**config.mk**
```make
export PLATFORM = sky130hd
export DESIGN_NAME = vamk_assign_engine
export DESIGN_NICKNAME = d
export VERILOG_FILES = /design/src/rtl/vamk_assign_engine.sv
export SDC_FILE = /design/constraint.sdc
export NUM_CORES = 2
export LEC_CHECK = 0
export CAP_MARGIN = 20
export CORE_MARGIN = 2
export CORE_UTILIZATION = 51
export CTS_CLUSTER_SIZE = 10
export DETAILED_ROUTE_END_ITERATION = 10
export PLACE_DENSITY_LB_ADDON = 0.1
export SLEW_MARGIN = 20
export SYNTH_ARGS = -nofsm -noshare
export SYNTH_HDL_FRONTEND = slang
export SYNTH_SLANG_ARGS = --single-unit
```
**constraint.sdc**
```tcl
create_clock -name i_clk -period 16.3 [get_ports i_clk]
set_input_delay 4.89 -clock i_clk [delete_from_list [all_inputs] [get_ports i_clk]]
set_output_delay 4.89 -clock i_clk [all_outputs]
set_load 0.05 [all_outputs]
```
**src/rtl/vamk_assign_engine.sv**
```systemverilog
// vamk_assign_engine: byte-string variable table applying '=', ':=', '?=' and '+=' from a
// pre-expanded byte stream, with a registered random-access read port for the recipe builder.
module vamk_assign_engine #(
  parameter  int NUM_VARS = 16,
  parameter  int MAX_LEN  = 32,
  localparam int IDX_W    = $clog2(NUM_VARS),
  localparam int LEN_W    = $clog2(MAX_LEN+1)
) (
  input  logic             i_clk,
  input  logic             i_rst_n,
  input  logic             i_clr,
  input  logic             i_cmd_valid,
  output logic             o_cmd_ready,
  input  logic [2:0]       i_cmd_op,
  input  logic [IDX_W-1:0] i_cmd_idx,
  input  logic             i_cmd_empty,
  input  logic             i_dat_valid,
  output logic             o_dat_ready,
  input  logic [7:0]       i_dat_byte,
  input  logic             i_dat_last,
  output logic             o_rsp_valid,
  input  logic             i_rsp_ready,
  output logic [1:0]       o_rsp_status,
  output logic [LEN_W-1:0] o_rsp_len,
  input  logic             i_rd_en,
  input  logic [IDX_W-1:0] i_rd_idx,
  input  logic [LEN_W-1:0] i_rd_pos,
  output logic [7:0]       o_rd_byte,
  output logic [LEN_W-1:0] o_rd_len,
  output logic             o_rd_defined
);
  localparam int PTR_W = (MAX_LEN > 1) ? $clog2(MAX_LEN) : 1;
  localparam logic [1:0] ST_OK = 2'd0, ST_SKIP = 2'd1, ST_TRUNC = 2'd2, ST_ILL = 2'd3;

  typedef enum logic [1:0] {S_IDLE, S_SEP, S_DATA, S_RESP} state_t;

  state_t              r_state, w_nstate;
  logic [IDX_W-1:0]    r_idx, w_idx_nxt;
  logic [LEN_W-1:0]    r_wptr, w_wptr_nxt;
  logic                r_trunc, w_trunc_nxt, r_skip, w_skip_nxt, r_ill, w_ill_nxt, r_empty, w_empty_nxt;
  logic                r_cmd_rdy, r_dat_rdy, r_rsp_valid;
  logic [1:0]          r_rsp_status, w_status;
  logic [LEN_W-1:0]    r_rsp_len, w_rsp_len;
  logic [LEN_W-1:0]    r_len [NUM_VARS];
  logic [NUM_VARS-1:0] r_def;
  logic [7:0]          r_mem [NUM_VARS][MAX_LEN];
  logic                w_wr_en, w_full, w_commit, w_app;
  logic [7:0]          w_wr_byte;
  logic [7:0]          r_rd_byte;
  logic [LEN_W-1:0]    r_rd_len;
  logic                r_rd_def;

  assign o_cmd_ready  = r_cmd_rdy & ~i_clr;
  assign o_dat_ready  = r_dat_rdy;
  assign o_rsp_valid  = r_rsp_valid;
  assign o_rsp_status = r_rsp_status;
  assign o_rsp_len    = r_rsp_len;
  assign o_rd_byte    = r_rd_byte;
  assign o_rd_len     = r_rd_len;
  assign o_rd_defined = r_rd_def;

  assign w_full = (r_wptr >= LEN_W'(MAX_LEN));
  assign w_app  = (i_cmd_op == 3'd3) & r_def[i_cmd_idx];

  always_comb begin
    w_nstate    = r_state;
    w_idx_nxt   = r_idx;
    w_wptr_nxt  = r_wptr;
    w_trunc_nxt = r_trunc;
    w_skip_nxt  = r_skip;
    w_ill_nxt   = r_ill;
    w_empty_nxt = r_empty;
    w_wr_en     = 1'b0;
    w_wr_byte   = i_dat_byte;
    case (r_state)
      S_IDLE: if (o_cmd_ready && i_cmd_valid) begin
        w_idx_nxt   = i_cmd_idx;
        w_ill_nxt   = i_cmd_op[2];
        w_skip_nxt  = (i_cmd_op == 3'd2) & r_def[i_cmd_idx];
        w_empty_nxt = i_cmd_empty;
        w_trunc_nxt = 1'b0;
        w_wptr_nxt  = w_app ? r_len[i_cmd_idx] : '0;
        w_nstate    = w_app ? S_SEP : (i_cmd_empty ? S_RESP : S_DATA);
      end
      S_SEP: begin
        if (!w_full) begin
          w_wr_en    = 1'b1;
          w_wr_byte  = 8'h20;
          w_wptr_nxt = r_wptr + 1'b1;
        end else w_trunc_nxt = 1'b1;
        w_nstate = r_empty ? S_RESP : S_DATA;
      end
      S_DATA: if (i_dat_valid) begin
        // skip/illegal ops still drain their beats, they just never touch storage
        if (!w_full) begin
          w_wr_en    = ~r_skip & ~r_ill;
          w_wptr_nxt = r_wptr + 1'b1;
        end else w_trunc_nxt = 1'b1;
        if (i_dat_last) w_nstate = S_RESP;
      end
      S_RESP: if (i_rsp_ready) w_nstate = S_IDLE;
      default: w_nstate = S_IDLE;
    endcase
  end

  assign w_commit  = (r_state != S_RESP) && (w_nstate == S_RESP);
  assign w_status  = w_ill_nxt ? ST_ILL : w_skip_nxt ? ST_SKIP : w_trunc_nxt ? ST_TRUNC : ST_OK;
  assign w_rsp_len = (w_ill_nxt | w_skip_nxt) ? r_len[w_idx_nxt] : w_wptr_nxt;

  always_ff @(posedge i_clk or negedge i_rst_n) begin
    if (!i_rst_n) begin
      r_state      <= S_IDLE;
      r_idx        <= '0;
      r_wptr       <= '0;
      r_trunc      <= 1'b0;
      r_skip       <= 1'b0;
      r_ill        <= 1'b0;
      r_empty      <= 1'b0;
      r_cmd_rdy    <= 1'b0;
      r_dat_rdy    <= 1'b0;
      r_rsp_valid  <= 1'b0;
      r_rsp_status <= '0;
      r_rsp_len    <= '0;
      r_def        <= '0;
      for (int i = 0; i < NUM_VARS; i++) r_len[i] <= '0;
    end else begin
      r_state   <= w_nstate;
      r_idx     <= w_idx_nxt;
      r_wptr    <= w_wptr_nxt;
      r_trunc   <= w_trunc_nxt;
      r_skip    <= w_skip_nxt;
      r_ill     <= w_ill_nxt;
      r_empty   <= w_empty_nxt;
      r_cmd_rdy <= (w_nstate == S_IDLE);
      r_dat_rdy <= (w_nstate == S_DATA);
      if (w_commit) begin
        r_rsp_valid  <= 1'b1;
        r_rsp_status <= w_status;
        r_rsp_len    <= w_rsp_len;
        if (!w_ill_nxt && !w_skip_nxt) begin
          r_len[w_idx_nxt] <= w_wptr_nxt;
          r_def[w_idx_nxt] <= 1'b1;
        end
      end else if (r_state == S_RESP && i_rsp_ready) begin
        r_rsp_valid <= 1'b0;
      end
      if (r_state == S_IDLE && i_clr) begin
        r_def <= '0;
        for (int i = 0; i < NUM_VARS; i++) r_len[i] <= '0;
      end
    end
  end

  // byte storage is only meaningful below the committed length, so it needs no reset
  always_ff @(posedge i_clk) begin
    if (w_wr_en) r_mem[r_idx][r_wptr[PTR_W-1:0]] <= w_wr_byte;
  end

  always_ff @(posedge i_clk or negedge i_rst_n) begin
    if (!i_rst_n) begin
      r_rd_byte <= '0;
      r_rd_len  <= '0;
      r_rd_def  <= 1'b0;
    end else if (i_rd_en) begin
      r_rd_byte <= (i_rd_pos < LEN_W'(MAX_LEN)) ? r_mem[i_rd_idx][i_rd_pos[PTR_W-1:0]] : 8'h00;
      r_rd_len  <= r_len[i_rd_idx];
      r_rd_def  <= r_def[i_rd_idx];
    end
  end
endmodule
```
==> flow_summary_export.csv <==
group,metric,value,unit
logic_synthesis,synth.net_count,8249,
clock_network,cts_sinks,4250,
placed_design,dpl.hpwl,252,mm
sta,max_freq,88.9,MHz
finish,final.fill_count,24094,
routing,drt-vias-per-instance,6.46,
global_routing,maximum_number_of_pins_on_one_net_before_global_route_repair,232,
pwr,vdd.ir_drop.worst,0.122,mV
routing,wl_per_cell,33.5,um
logic_synthesis,synth_async_sr_flop_share,3.62,%
worst_hold_path,worst_hold_path.num_cells,2,
worst_hold_path,end_point_of_the_worst_hold_path,"r_empty",
routing,drc,0,
routing,drtIter0Drc,9287,
clock_network,cts_tree,"done",
sta,finalSetupTns,0,ns
setup_path,critical_path.startpoint_type,"input pin",
logic_synthesis,synth_area_per_cell,20.4,sq um
clock_network,number_of_cts_inserted_buffers,470,
logic_synthesis,synth_cells,8207,
clock_network,clk_latency,0.97,ns
finish,post_route_cells_drive_above_1_share,21.0,%
clock_network,clockRootBuffer,"sky130_fd_sc_hd__clkbuf_16",
clock_network,clkSlewWorstSetupHoldPaths,0.06,ns
logic_synthesis,postSynth.topFlopCell,"sky130_fd_sc_hd__edfxtp_1",
setup_path,critical-path-slowest-cell,"sky130_fd_sc_hd__clkdlybuf4s50_1",
sta,final.setup_skew,0.0475,ns
global_routing,initial_antenna_violation_count,22,
global_routing,first_global_vias,84033,
logic_synthesis,netlist_area,0.167,sq mm
worst_hold_path,min-delay-path-class,"flip-flop to flip-flop",
worst_hold_path,holdCritStartpoint,"r_empty",
logic_synthesis,synthTopCellsByArea,"sky130_fd_sc_hd__edfxtp_1 74%, sky130_fd_sc_hd__mux4_2 14%, sky130_fd_sc_hd__mux2i_1 2.7%",
run_status,status,"finished clean",
logic_synthesis,synth_cell_types,71,
floorplan,pin_count,60,
global_routing,grt_first_pass_wirelength,617,mm
setup_path,worst_path_largest_cell_delay,0.83,ns
clock_network,post_cts_setup_buffer_count,0,
logic_synthesis,postSynthRegisterBits,4250,
sta,fin_crit,11.25,ns
floorplan,rows,210,
clock_network,clock_tree.htree_level_count,5,
setup_path,critical_path.max_fanout,4,
routing,detailedRoute.firstPassIterationCount,5,
logic_synthesis,yosysWarnings,0,
global_routing,globalRoute.totalOverflow,0,
sta,final.period_utilization,69.0,%
sta,grt_setup_unrepaired,"no",
floorplan,core,0.327,sq mm
setup_path,crit-reg2reg-capture,"r_mem[1][76]",
placed_design,final_weighted_congestion_of_routability_driven_global_placement,0.820,
sta,final_max_slew_viol_count,0,
setup_path,setup.reg_to_reg.worst_slack,11.61,ns
floorplan,total_die_area,0.332,sq mm
clock_network,ctsLongestPathBuffers,4,
sta,tightestPinTransition,1.27,ns
setup_path,crit_path_cell_trace,"clkdlybuf4s50_1, nor2b_1, clkdlybuf4s50_1",
logic_synthesis,synth.yosys.seq_area_share,75.9,%
floorplan,starting_density_of_the_core,51.2,%
setup_path,cpMostUsedCell,"sky130_fd_sc_hd__clkdlybuf4s50_1",
setup_path,worst_ep_arrival_time,6.36,ns
placed_design,placed_cells,12255,
setup_path,worst-endpoint-required,11.41,ns
sta,setup_viol,0,
setup_path,timing.reg2reg.worst_path_depth,7,
finish,nNetsFinal,8426,
setup_path,cp-end-kind,"output port",
floorplan,die-width,576,um
floorplan,chipHeight,576,um
finish,area_growth_syn_to_layout,11.1,%
clock_network,post_cts_resize_count,0,
clock_network,ctsHoldBuffers,0,
setup_path,timing.setup.critical_path_class,"input pin to output port",
logic_synthesis,synth-edff-count,4096,
sta,timing.slew.headroom,14.9,%
setup_path,reg_to_reg_startpoint,"r_state[0]",
pwr,pleak,58.6,nW
global_routing,track_usage,25.9,%
sta,hold_viol_final,0,
logic_synthesis,synth_area_leader_cell,"sky130_fd_sc_hd__edfxtp_1",
pwr,pwr_density_cell,135,mW/mm^2
routing,totalWireLength,431,mm
placed_design,place.port_buffers,59,
job,cap_viol_max_count,0,
finish,finish.cell_count_without_fillers,12882,
logic_synthesis,synthDominantCellAreaShare,73.6,%
routing,antenna_violating_nets_post_route,0,
routing,num_vias,83213,
-- through the flow --
stage / hold slack [ns] / total power [mW] / instance area [sq um] / utilization, % / worst slack (ns)
after CTS: 0.481 / 25.2 / 186000 / 56.8 / 5.05
after detailed placement: 0.468 / 16.0 / 173000 / 52.9 / 5.05
after global routing: 0.497 / 25.8 / 186000 / 56.8 / 5.01
after floorplan: 0.446 / 15.0 / 167000 / - / 3.01
final: 0.483 / 25.1 / 186000 / 56.8 / 5.05
after global placement: 0.471 / 15.9 / 173000 / 52.9 / 5.03
-- critical path: cells and delay by family --
kind,cells,cell delay [ns]
buffers and inverters,2,1.29
and+or+nand+nor,1,0.18
-- cell usage after synthesis (all sizes together) (56+ instances only) --
master / count
o21ai: 67
o221ai: 136
a22oi: 154
nor2: 708
nor3: 72
clkbuf: 325
buf: 194
dfrtp: 154
a21oi: 178
nand3: 56
mux4: 1024
mux2i: 444
edfxtp: 4096
nand2: 207
-- flip-flops by register name, summed over array words and instances, names as in the netlist --
register / flops
o_dat_ready: 1
o_rd_len: 6
r_wptr: 6
r_cmd_rdy: 1
r_trunc: 1
r_state: 2
o_rd_defined: 1
r_empty: 1
o_rsp_status: 2
r_skip: 1
o_rsp_valid: 1
r_ill: 1
o_rd_byte: 8
o_rsp_len: 6
r_idx: 4
r_mem: 4096
r_len: 96
r_def: 16
-- area by class of cell --
type                       instances  area [sq um]  area share [%]
sequential                      4250        127000            68.3
clock buffer                     588         12500            6.73
inverter                          27           114          0.0613
multi-input combinational       3411         38400            20.7
antenna                           13          32.5          0.0175
timing repair buffer             224          2070            1.11
tap                             4346          5440            2.93
clock inverter                    23           280           0.151
-- per-layer routing --
metal / up-vias / GRT usage (%) / wire length, um
li1: 34235 / - / -
met1: 44880 / 37.4 / 178000
met2: 3457 / 41.1 / 208000
met3: 639 / 4.80 / 34100
met4: 2 / 6.81 / 11000
met5: - / 0 / 7
-- worst max-delay path by stage --
stage               slack [ns]  cells past startpoint       endpoint           from
global placement          5.03                      3    o_cmd_ready          i_clr
finish                    5.05                      3    o_cmd_ready          i_clr
CTS                       5.05                      3    o_cmd_ready          i_clr
floorplan                 3.01                      1  r_mem[0][101]  i_dat_byte[5]
global route              5.01                      3    o_cmd_ready          i_clr
detailed placement        5.05                      3    o_cmd_ready          i_clr
-- report_power, final --
part / total [mW] / leakage, nW / internal [mW] / switching, mW
registers: 12.9 / 39.1 / 12.8 / 0.101
logic: 2.91 / 13.3 / 0.637 / 2.27
clock network: 9.26 / 6.21 / 5.28 / 3.98
total: 25.1 / 58.6 / 18.7 / 6.36
-- cells by family after synthesis --
group | after synthesis | share of synthesized area (%)
compound gates | 733 | 3.04
buf+inv | 546 | 1.33
fa+ha+maj | 8 | 0.0599
mux | 1484 | 16.6
simple gates | 1186 | 3.08
flops | 4250 | 75.9
-- cell usage in the layout, fill, tap and decap left out, types with 8 or more instances in the layout --
cell                              count
sky130_fd_sc_hd__edfxtp_1          4096
sky130_fd_sc_hd__mux4_2            1024
sky130_fd_sc_hd__nor2_1             699
sky130_fd_sc_hd__clkbuf_16          481
sky130_fd_sc_hd__mux2i_1            443
sky130_fd_sc_hd__nand2_1            196
sky130_fd_sc_hd__a21oi_1            178
sky130_fd_sc_hd__a22oi_1            154
sky130_fd_sc_hd__dfrtp_1            154
sky130_fd_sc_hd__buf_4              147
sky130_fd_sc_hd__o221ai_1           136
sky130_fd_sc_hd__clkbuf_1           102
sky130_fd_sc_hd__o21ai_0             66
sky130_fd_sc_hd__nor3_1              64
sky130_fd_sc_hd__o22ai_1             51
sky130_fd_sc_hd__clkdlybuf4s50_1     51
sky130_fd_sc_hd__nand3_1             50
sky130_fd_sc_hd__a31oi_1             32
sky130_fd_sc_hd__nand2b_1            25
sky130_fd_sc_hd__inv_1               20
sky130_fd_sc_hd__nor2b_1             19
sky130_fd_sc_hd__a22o_1              19
sky130_fd_sc_hd__nor4_1              18
sky130_fd_sc_hd__mux2_2              16
sky130_fd_sc_hd__a211oi_1            15
sky130_fd_sc_hd__buf_12              15
sky130_fd_sc_hd__diode_2             13
sky130_fd_sc_hd__nand4_1             12
sky130_fd_sc_hd__a221oi_1            12
sky130_fd_sc_hd__and2_1              11
sky130_fd_sc_hd__clkinv_1            10
sky130_fd_sc_hd__nand2_4             10
sky130_fd_sc_hd__or4_1               10
sky130_fd_sc_hd__a2111oi_0            9
sky130_fd_sc_hd__and2_4               8
sky130_fd_sc_hd__a211o_1              8
sky130_fd_sc_hd__ha_1                 8
Note: power is estimated with default switching activity, not from simulation.
